==> src/rtl/write_back_pkg.sv <==
// write_back_pkg: shared encodings for the writeback stage (source select, load funct3, FSM states).
package write_back_pkg;
    localparam logic [1:0] WB_SRC_ALU = 2'b00;
    localparam logic [1:0] WB_SRC_MEM = 2'b01;
    localparam logic [1:0] WB_SRC_PC4 = 2'b10;

    localparam logic [2:0] F3_LB  = 3'b000;
    localparam logic [2:0] F3_LH  = 3'b001;
    localparam logic [2:0] F3_LW  = 3'b010;
    localparam logic [2:0] F3_LBU = 3'b100;
    localparam logic [2:0] F3_LHU = 3'b101;

    typedef enum logic {
        WB_RUN   = 1'b0,
        WB_LWAIT = 1'b1
    } wb_state_t;
endpackage

==> src/rtl/write_back_load_align.sv <==
// load_align: selects and extends the addressed byte/halfword lane of a little-endian load word.
//   word   - raw 32-bit read data
//   offset - byte address bits [1:0]
//   funct3 - load width/sign code
//   value  - aligned, sign/zero-extended result (full word for LW and unknown codes)
module load_align
    import write_back_pkg::*;
(
    input  logic [31:0] word,
    input  logic [1:0]  offset,
    input  logic [2:0]  funct3,
    output logic [31:0] value
);
    logic [31:0] shifted;
    logic [7:0]  b;
    logic [15:0] h;

    always_comb begin
        shifted = word >> {offset, 3'b000};
        b = shifted[7:0];
        // halfword lane ignores offset[0], so a misaligned LH reads its containing halfword
        h = offset[1] ? word[31:16] : word[15:0];
        value = (funct3 == F3_LB)  ? {{24{b[7]}}, b}  :
                (funct3 == F3_LH)  ? {{16{h[15]}}, h} :
                (funct3 == F3_LBU) ? {24'd0, b}       :
                (funct3 == F3_LHU) ? {16'd0, h}       : word;
    end
endmodule

==> src/rtl/write_back.sv <==
// write_back: final pipeline stage; picks the writeback source, waits on the data bus for loads.
//   Inputs : *_pype3 from the memory-access stage, ddata_in/dready_n/dbusy from the data bus.
//   Outputs: rf_we/rf_waddr/rf_wdata register-file write port (registered),
//            wb_keep upstream hold (combinational), load_err one-cycle timeout pulse,
//            retire_cnt retired-instruction count (present only when WB_RETIRE_CNT_EN is defined).
//   LOAD_TIMEOUT: maximum cycles spent in LWAIT before the load is abandoned (1..1023).
module write_back
    import write_back_pkg::*;
#(
    parameter int LOAD_TIMEOUT = 255
) (
    input  logic        clk,
    input  logic        rst,
    input  logic        RegWrite_pype3,
    input  logic [1:0]  MemtoReg_pype3,
    input  logic [4:0]  WReg_pype3,
    input  logic [31:0] ALU_co_pype3,
    input  logic [31:0] PCp4_pype3,
    input  logic [31:0] Instraction_pype3,
    input  logic [31:0] ddata_in,
    input  logic        dready_n,
    input  logic        dbusy,
    output logic        rf_we,
    output logic [4:0]  rf_waddr,
    output logic [31:0] rf_wdata,
`ifdef WB_RETIRE_CNT_EN
    output logic [63:0] retire_cnt,
`endif
    output logic        wb_keep,
    output logic        load_err
);
    wb_state_t   state, state_n;
    logic [9:0]  cnt_q;
    logic [4:0]  rd_q;
    logic [1:0]  off_q;
    logic [2:0]  f3_q;
    logic        is_load, ready, lwait, keep, done, we_n, err_n;
    logic [4:0]  sel_rd;
    logic [1:0]  sel_off;
    logic [2:0]  sel_f3;
    logic [31:0] aligned, src;

    assign lwait   = (state == WB_LWAIT);
    assign is_load = RegWrite_pype3 && (MemtoReg_pype3 == WB_SRC_MEM);
    assign ready   = !dready_n && !dbusy;
    assign sel_rd  = lwait ? rd_q  : WReg_pype3;
    assign sel_off = lwait ? off_q : ALU_co_pype3[1:0];
    assign sel_f3  = lwait ? f3_q  : Instraction_pype3[14:12];
    // reset must release upstream immediately, not one edge later
    assign wb_keep = keep && !rst;

    load_align u_align (
        .word   (ddata_in),
        .offset (sel_off),
        .funct3 (sel_f3),
        .value  (aligned)
    );

    always_comb begin
        src = lwait                            ? aligned    :
              (MemtoReg_pype3 == WB_SRC_PC4)   ? PCp4_pype3 :
              (MemtoReg_pype3 == WB_SRC_MEM)   ? aligned    : ALU_co_pype3;
    end

    // The terminating LWAIT cycle (data or timeout) drops keep so upstream advances
    // on the same edge that retires the load; otherwise the load would be re-issued.
    always_comb begin
        state_n = state;
        keep    = 1'b0;
        done    = 1'b0;
        we_n    = 1'b0;
        err_n   = 1'b0;
        if (!lwait) begin
            if (is_load && !ready) begin
                state_n = WB_LWAIT;
                keep    = 1'b1;
            end else begin
                done = 1'b1;
                we_n = RegWrite_pype3 && (WReg_pype3 != 5'd0);
            end
        end else if (ready) begin
            state_n = WB_RUN;
            done    = 1'b1;
            we_n    = (rd_q != 5'd0);
        end else if (cnt_q == 10'(LOAD_TIMEOUT - 1)) begin
            state_n = WB_RUN;
            done    = 1'b1;
            err_n   = 1'b1;
        end else begin
            keep = 1'b1;
        end
    end

    always_ff @(posedge clk) begin
        if (rst) begin
            state    <= WB_RUN;
            cnt_q    <= '0;
            rd_q     <= '0;
            off_q    <= '0;
            f3_q     <= '0;
            rf_we    <= 1'b0;
            rf_waddr <= '0;
            rf_wdata <= '0;
            load_err <= 1'b0;
        end else begin
            state    <= state_n;
            cnt_q    <= lwait ? cnt_q + 10'd1 : 10'd0;
            if (!lwait) begin
                rd_q  <= WReg_pype3;
                off_q <= ALU_co_pype3[1:0];
                f3_q  <= Instraction_pype3[14:12];
            end
            rf_we    <= we_n;
            rf_waddr <= sel_rd;
            rf_wdata <= src;
            load_err <= err_n;
        end
    end

`ifdef WB_RETIRE_CNT_EN
    always_ff @(posedge clk) begin
        if (rst)
            retire_cnt <= '0;
        else if (done && (Instraction_pype3 != 32'd0))
            retire_cnt <= retire_cnt + 64'd1;
    end
`else
    logic unused_instr;
    assign unused_instr = ^{Instraction_pype3[31:15], Instraction_pype3[11:0], done};
`endif
endmodule

==> config.mk <==
export PLATFORM = sky130hd
export DESIGN_NAME = write_back
export DESIGN_NICKNAME = d
export VERILOG_FILES = /design/src/rtl/write_back_pkg.sv /design/src/rtl/write_back_load_align.sv /design/src/rtl/write_back.sv
export SDC_FILE = /design/constraint.sdc
export NUM_CORES = 1
export LEC_CHECK = 0
export ABC_AREA = 1
export BUFFER_PORTS_ARGS = -buffer_cell sky130_fd_sc_hd__buf_2
export CORE_UTILIZATION = 45
export CTS_CLUSTER_SIZE = 30
export DETAILED_ROUTE_END_ITERATION = 12
export HOLD_SLACK_MARGIN = 0.15
export PLACE_DENSITY = 0.85
export SYNTH_ARGS = -nofsm -noshare
export SYNTH_HDL_FRONTEND = slang
export SYNTH_HIERARCHICAL = 1
export SYNTH_SLANG_ARGS = --single-unit
==> constraint.sdc <==
create_clock -name clk -period 3.3 [get_ports clk]
set_clock_uncertainty 0.1 [all_clocks]
set_input_delay 0.495 -clock clk [delete_from_list [all_inputs] [get_ports clk]]
set_output_delay 0.495 -clock clk [all_outputs]
set_load 0.1 [all_outputs]
## Yosys cells after proc, flatten, opt, wreduce, memory -nomap -nowiden

Cells that the tools add are included.

| cells by class | value |
|---|---|
| add/sub/neg operators | 1 |
| multiply operators | 0 |
| div/mod/pow operators | 0 |
| $lt $le $gt $ge | 0 |
| equal/unequal tests | 6 |
| shift operators | 1 |
| mux-type cells | 18 |
| bitwise logic cells | 1 |
| reductions and logical operators | 14 |

Operators with widths:

| kind | count |
|---|---|
| $mux W32 | 7 |
| $shr A32 B5 Y8 | 1 |
| $mux W16 | 1 |
| $add A10 B1 Y10 const B | 1 |
| $eq A10 B8 Y1 const B | 1 |
| $reduce_bool A5 Y1 | 2 |
| $mux W1 | 8 |
| $eq A3 B3 Y1 const B | 2 |
| $logic_and A1 B1 Y1 | 5 |
| $logic_not A1 Y1 | 4 |
| $eq A3 B1 Y1 const B | 1 |
| $logic_not A3 Y1 | 1 |
| $mux W3 | 1 |
| $reduce_or A3 Y1 | 1 |
| $eq A2 B1 Y1 const B | 1 |
| $eq A2 B2 Y1 const B | 1 |
| $mux W2 | 1 |
| $reduce_or A2 Y1 | 1 |
| $not A1 Y1 | 1 |

| storage, ports and cells | value |
|---|---|
| register bits | 55 |
| latch bits | 0 |
| bits in writable memories | 0 |
| ROM bits | 0 |
| input bits | 140 |
| output and inout port bits | 40 |
| logic and storage cells | 49 |
| memories kept | 0 |

## Logic depth before layout (Yosys ltp)

Gate-level depths: netlist of the first run.

| depth | value |
|---|---|
| word-level depth | 9 |
| mapped depth | 18 |
| mapped depth without buffers | 15 |

## By module

Netlist of the first run, hierarchy kept.

By module, submodules not included:

| module | times used | cells an instance | area an instance (sq um) | seq. area each (sq um) |
|---|---|---|---|---|
| write_back | 1 | 417 | 2776.4 | 1101.1 |
| load_align | 1 | 258 | 1163.6 | 0.0 |

## Least setup slack after synthesis of the first run

OpenSTA, ideal clock, no wires.

| timing | value |
|---|---|
| path kind | input -> output |
| start | input rst |
| end | output wb_keep |
| arrival | 2138 ps |
| setup slack | 567 ps |
| stages on the path | 4 |
| path through | nor2_2 -> buf_4 -> inv_1 -> o21ai_1 |

| between the ends | value |
|---|---|
| word-level cells in the longest chain between the ends | 2 |

RTL lines:

| what | RTL line | text |
|---|---|---|
| start: declaration | write_back.sv:13 | `input logic rst,` |
| $logic_not A1 Y1 | write_back.sv:50 | `assign wb_keep = keep && !rst;` |
| $logic_and A1 B1 Y1 | write_back.sv:50 |  |
| end: declaration | write_back.sv:29 | `output logic wb_keep,` |

No other way between the ends.

## Final worst setup path of the first run

| timing | value |
|---|---|
| start | register state (netlist: lwait) |
| end | register rf_wdata[1] |

| between the ends | value |
|---|---|
| word-level cells in the longest chain between the ends | 9 |
| elaborated cells on any way between the ends | 15 |

RTL lines:

| what | RTL line | text |
|---|---|---|
| start: declaration | write_back.sv:32 | `wb_state_t state, state_n;` |
| start signal: assignment | write_back.sv:106 | `state <= state_n;` |
| $mux W3 * | n/a |  |
| via sel_f3[0] | write_back.sv:40 | `logic [2:0] sel_f3;` |
| $eq A3 B3 Y1 | write_back_load_align.sv:26 | `(funct3 == F3_LHU) ? {16'd0, h} : word;` |
| $mux W32 | write_back_load_align.sv:26 |  |
| $mux W32 | write_back_load_align.sv:25 | `(funct3 == F3_LBU) ? {24'd0, b} :` |
| $mux W32 | write_back_load_align.sv:24 | `(funct3 == F3_LH) ? {{16{h[15]}}, h} :` |
| $mux W32 * | write_back_load_align.sv:23 | `value = (funct3 == F3_LB) ? {{24{b[7]}}, b} :` |
| via aligned[1] | write_back.sv:41 | `logic [31:0] aligned, src;` |
| $mux W32 | write_back.sv:62 | `(MemtoReg_pype3 == WB_SRC_MEM) ? aligned : ALU_co_pype3;` |
| $mux W32 | write_back.sv:61 | `(MemtoReg_pype3 == WB_SRC_PC4) ? PCp4_pype3 :` |
| $mux W32 * | write_back.sv:60 | `src = lwait ? aligned :` |
| end signal: assignment | write_back.sv:115 | `rf_wdata <= src;` |
| end: declaration | write_back.sv:25 | `output logic [31:0] rf_wdata,` |

Mark *: on every way through the listed nets, which the timed path passes. The rest lies on a longest branch.
A chain may end at the register's enable or synchronous reset.

==> impl_metrics.toml, run 1 <==
[global_route]
grt_start_max_net_pins = 65
grtUsageTotal_pct = 26.0
grt_use_met1_pct = 33.5
antenna_found_initial = 0
grt_pass1_wl_um = 18700
grt.busiest_layer = "met2"
grtUsageMet2_pct = 44.8
met3_usage_pct = 2.87
overflow = 0
first_global_vias = 4131

[layout]
antennaDiodeCount = 0
layout-drive-gt1-share_pct = 25.0
fin_nets = 948
n_fill_cell = 858
areaGrowthSynthToFinish_pct = 21.3
fin_area_um2 = 4780

[clock_tree]
cts_setup_buffers = 0
clock_latency_ns = 0.31
clockRootBuffer = "clkbuf_8"
numCtsBuffers = 5
cts_buffer_depth = 2
ctsHoldBuffers = 0
h-tree-depth = 2
cts_tree = "done"
cts.clk_slew.worst_paths_ns = 0.11
cts_resized = 0
cts.sinks = 55

[route]
ant_nets = 0
viasPerCell = 5.00
num_vias = 4560
drtIter0Drc = 333
firstDrtPassIters = 5
drc = 0
finalWirelength_um = 11700
routedWlPerCell_um = 12.8

[sta]
max_freq_mhz = 384
fin_tns_setup_ns = 0
tightestPinTransition_ns = 0.717
period_needed_ns = 2.60
finalSetupViolations = 0
hold_violations = 0
min_period_over_period_pct = 78.8
grt_setup_unrepaired = "false"
maxSlewViolCount = 0
slew_headroom_pct = 52.1

[die]
row_count = 33
fp.dieW_um = 95.6
coreArea_um2 = 8340
die-height_um = 95.6
initial_core_util_pct = 47.2
dieArea_um2 = 9130
io_pins = 180

[power_and_ir_drop]
ir_drop_mv = 0.220
leakage_uw = 0.00266
powerDensity_nw_per_um2 = 417

[critical_path]
crit_required_ns = 3.46
r2r_slack_ns = 0.70
path_class = "reg -> reg"
end_kind = "flip-flop"
r2r_start = "lwait$_SDFF_PP0_"
cp_max_fo = 9
r2r_cells = 14
start_kind = "flip-flop"
r2r-end = "rf_wdata[1]$_SDFF_PP0_"
arrival_ns = 2.76

[min_path]
min_path_cells = 3
min_to = "rd_q[1]$_SDFFE_PP0N_"
min-delay-start = "WReg_pype3[1]"
min_path_type = "in -> reg"

[placement]
place_congestion = 0.867
io_buffers = 150
placed_cell_area_um2 = 4670
dpl.hpwl_um = 8660

[synth]
yosysWarnings = 6
syn_area_per_cell_um2 = 5.84
syn_area_um2 = 3940
synth-seq-cells = 55
synth_nets = 817
synthFlopType = "dfxtp_1"
syn_inst = 675
ys_seq_area_share_pct = 27.9
async_flop_share_pct = 0
ys_types = 31
synth_edf_count = 0

[run]
drv_cap = 0

[outcome]
outcome = "complete, no violations"
worst max-delay path by stage:
| stage | end | slack, ns | start |
|---|---|---|---|
| floorplan | wb_keep | 0.57 | rst |
| global placement | rf_wdata[19]$_SDFF_PP0_ | 0.77 | lwait$_SDFF_PP0_ |
| detailed placement | rf_wdata[19]$_SDFF_PP0_ | 0.76 | ALU_co_pype3[1] |
| CTS | rf_wdata[19]$_SDFF_PP0_ | 0.72 | lwait$_SDFF_PP0_ |
| global route | rf_wdata[18]$_SDFF_PP0_ | 0.46 | lwait$_SDFF_PP0_ |
| finish | rf_wdata[1]$_SDFF_PP0_ | 0.70 | lwait$_SDFF_PP0_ |
Yosys cell counts (2+ instances only):
master	instances	area (um2)
a21oi_1	23	115
a31oi_1	8	50.1
buf_2	16	80.1
buf_4	7	52.6
buf_6	5	56.3
clkbuf_1	3	11.3
dfxtp_1	55	1100
ha_1	2	25.0
inv_1	46	173
inv_2	12	45.0
nand2_1	283	1060
nand2_2	15	93.8
nand2_4	3	33.8
nand3_1	105	526
nand4_1	3	18.8
nor2_1	29	109
nor2_2	3	18.8
o21a_1	2	15.0
o21ai_0	3	15.0
o21ai_1	7	35.0
o22ai_1	6	37.5
or2_0	28	175
or2_2	3	18.8
sequential cells by signal, indices dropped and copies added (netlist names):
signal    count
rf_wdata     32
cnt_q        10
rd_q          5
f3_q          3
off_q         2
load_err      1
lwait         1
rf_we         1
critical path, cell delays in order (launching register included):
cell	delay [ns]
dfxtp_1	0.53
inv_2	0.10
nand2_1	0.09
nand2_1	0.12
inv_2	0.15
nand2_1	0.13
nor2_2	0.38
inv_2	0.14
nand3_1	0.11
nand3_1	0.07
a21oi_1	0.31
nand2_1	0.10
nand3_1	0.08
nand3_1	0.08
nand2_1	0.08
per-layer routing:
layer	wire [um]	share of wire, %
met3	890	7.6
met5	0	0
met4	240	2.1
met1	5190	44
met2	5380	46
placed cells by master (no fill, tap or decap), types with 2 or more instances in the layout:
| cell | instances |
|---|---|
| clkbuf_8 | 5 |
| nand2_2 | 15 |
| nor2_1 | 29 |
| or2_0 | 28 |
| a31oi_1 | 8 |
| nor2_2 | 3 |
| buf_2 | 149 |
| o21ai_1 | 7 |
| buf_4 | 6 |
| nand2_1 | 283 |
| inv_2 | 12 |
| nand3_1 | 105 |
| dfxtp_1 | 55 |
| a21oi_1 | 23 |
| or2_2 | 3 |
| nand4_1 | 3 |
| inv_1 | 46 |
| o21ai_0 | 3 |
| ha_1 | 2 |
| o22ai_1 | 6 |
| nand2_4 | 3 |
| o21a_1 | 2 |
area by class of cell:
type | instances | area (um2) | share of cell area [%]
Clock inverter | 2 | 38.8 | 0.812
Tap cell | 105 | 131 | 2.75
Multi-Input combinational cell | 530 | 2410 | 50.4
Inverter | 58 | 218 | 4.56
Sequential cell | 55 | 1100 | 23.0
Clock buffer | 6 | 72.6 | 1.52
Timing Repair Buffer | 156 | 811 | 17.0
logic make-up (layout without fill, tap and decap cells):
kind of cell,after synthesis,in the layout,synth area share [%]
flip-flops,55,55,27.9
buffers and inverters,90,222,11.0
AND/OR/NAND/NOR,476,476,53.0
adder cells (fa/ha/maj),2,2,0.635
AO/OA/AOI/OAI,52,52,7.43
metrics by stage:
step           util (%)  total power, uW  hold WS (ns)  setup WS [ns]  instances
6_report           57.3             1990         0.296          0.698        912
5_1_grt            57.3             2090         0.304          0.457        912
3_3_place_gp       56.0             1530         0.356          0.773        904
4_1_cts            57.3             2000         0.292          0.725        912
2_1_floorplan         -             1360         0.337          0.567        675
3_5_place_dp       56.0             1540         0.367          0.755        904
report_power, final:
part           switching, uW  total, uW  internal (uW)
sequential              14.0        724            710
clock                    234        464            230
combinational            607        803            195
No activity file was read; power rests on OpenSTA's default activity.
==> run 2: changes to the inputs <==
==> constraint.sdc (replaced) <==
create_clock -name clk -period 2.4 [get_ports clk]
set_clock_uncertainty 0.1 [all_clocks]
set_input_delay 0.36 -clock clk [delete_from_list [all_inputs] [get_ports clk]]
set_output_delay 0.36 -clock clk [all_outputs]
set_load 0.1 [all_outputs]
==> run 2 against run 1 <==
Against the previous run:
- wire length increased by 1.1%
- design area increased by 3.4%
- sequential power increased by 38%
- setup slack got worse by 0.49 ns
- die area unchanged
- global-route usage increased by 0.35 points
- hold slack got worse by 0.13 ns
- count of clock-buffer cells in the layout unchanged
- total power increased by 40%
- register-to-register slack got worse by 0.49 ns
==> impl_metrics.toml, run 2 (same netlist as run 1, synthesis figures left out) <==
[placement]
io_buffers = 150
dpl.hpwl_um = 8850
dp_slack_ns = 0.149
place_congestion = 0.959
dp_cells = 920

[clock_tree]
cts_tree = "done"
ctsHoldBuffers = 0
cts_setup_buffers = 0
numCtsBuffers = 5
clock_latency_ns = 0.32
cts.clk_slew.worst_paths_ns = 0.11
h-tree-depth = 2
cts.sinks = 55
cts_buffer_depth = 2
cts_resized = 0
clockRootBuffer = "clkbuf_8"

[run]
drv_cap = 0

[sta]
period_needed_ns = 2.20
hold_violations = 0
max_freq_mhz = 455
hold_ws_ns = 0.162
slew_headroom_pct = 56.3
min_period_over_period_pct = 91.5
tightestPinTransition_ns = 0.654
fin_ws_ns = 0.203
fin_tns_setup_ns = 0
grt_setup_unrepaired = "false"
maxSlewViolCount = 0
finalSetupViolations = 0

[layout]
final_cell_mix = "283 x nand2_1, 149 x buf_2, 105 x nand3_1, 54 x dfxtp_1, 46 x inv_1"
reg.largest.list = "rf_wdata: 32 flops, cnt_q: 10 flops, rd_q: 5 flops"
fin_util_pct = 59.2
layout-drive-gt1-share_pct = 26.7
fin_nets = 964
areaGrowthSynthToFinish_pct = 25.4
final_common_cell = "nand2_1"
antennaDiodeCount = 0
top_register = "rf_wdata"
stdcell_count = 928
largest_reg_flops = 32

[critical_path]
r2r_cells = 15
r2r_slack_ns = 0.20
start_kind = "flip-flop"
cp_max_fo = 8
arrival_ns = 2.32
r2r-end = "rf_wdata[3]$_SDFF_PP0_"
path_class = "reg -> reg"
crit_required_ns = 2.53
r2r_start = "lwait$_SDFF_PP0_"
end_kind = "flip-flop"

[min_path]
min_path_cells = 3
min-delay-start = "WReg_pype3[0]"
min_to = "rd_q[0]$_SDFFE_PP0N_"
min_path_type = "in -> reg"

[global_route]
overflow = 0
grt_start_max_net_pins = 65
grt_pass1_wl_um = 18700
first_global_vias = 4161
antenna_found_initial = 0
grtUsageTotal_pct = 26.3

[die]
coreArea_um2 = 8340
initial_core_util_pct = 47.2
dieArea_um2 = 9130
row_count = 33
die-height_um = 95.6
fp.dieW_um = 95.6
io_pins = 180

[route]
ant_nets = 0
viasPerCell = 5.05
finalWirelength_um = 11800
drtIter0Drc = 316
drc = 0
num_vias = 4690
firstDrtPassIters = 7
routedWlPerCell_um = 12.8

[outcome]
outcome = "complete, no violations"

[power_and_ir_drop]
ir_drop_mv = 0.252
leakage_uw = 0.00275
powerDensity_nw_per_um2 = 563
[run 2: cell count changes in the layout (fill, tap and decap cells not counted), sizes merged]
cell	delta
buf	+16
[run 2: critical path, cell delays in order (launching register included)]
cell and delay (ns):
dfxtp_2 0.45, inv_2 0.08, nand2_1 0.08, nand2_1 0.12, inv_2 0.08, nand2_1 0.11
nor2_2 0.18, buf_4 0.19, inv_1 0.09, buf_4 0.14, nor2_1 0.11, a21oi_1 0.09
nand2_1 0.08, nand3_1 0.06, nand3_1 0.09, nand2_1 0.05
[run 2: stage by stage]
stage	area, um2	total power [uW]
CTS	4940	2790
global route	4940	2930
floorplan	3940	1870
global placement	4830	2140
finish	4940	2780
detailed placement	4830	2150
[run 2: how the worst max path moves through the flow]
stage                           startpoint                      to  cells after the start
after floorplan           lwait$_SDFF_PP0_                 wb_keep                      5
after global placement    lwait$_SDFF_PP0_  rf_wdata[3]$_SDFF_PP0_                     15
after detailed placement  lwait$_SDFF_PP0_  rf_wdata[3]$_SDFF_PP0_                     15
after CTS                 lwait$_SDFF_PP0_  rf_wdata[3]$_SDFF_PP0_                     15
after global routing      lwait$_SDFF_PP0_  rf_wdata[3]$_SDFF_PP0_                     15
final                     lwait$_SDFF_PP0_  rf_wdata[3]$_SDFF_PP0_                     15
[run 2: area by class of cell]
cell class | count | area, um2
clock buffer | 6 | 72.6
inverter | 58 | 218
timing repair buffer | 172 | 968
sequential | 55 | 1100
fill | 836 | 3400
tap | 105 | 131
clock inverter | 2 | 38.8
multi-input combinational | 530 | 2410
[run 2: power by group]
| group | total, uW | switching [uW] | internal [uW] |
|---|---|---|---|
| sequential | 996 | 19.2 | 977 |
| combinational | 1140 | 840 | 298 |
| clock | 648 | 332 | 316 |
| total | 2780 | 1190 | 1590 |
[run 2: routing by layer]
| metal | GRT usage (%) | vias up | part of all wire (%) |
|---|---|---|---|
| met4 | 9.20 | 0 | 1.6 |
| met2 | 45.7 | 227 | 47 |
| met3 | 4.23 | 18 | 8.4 |
| li1 | - | 2422 | - |
| met5 | 0 | - | 0 |
| met1 | 32.7 | 2023 | 43 |
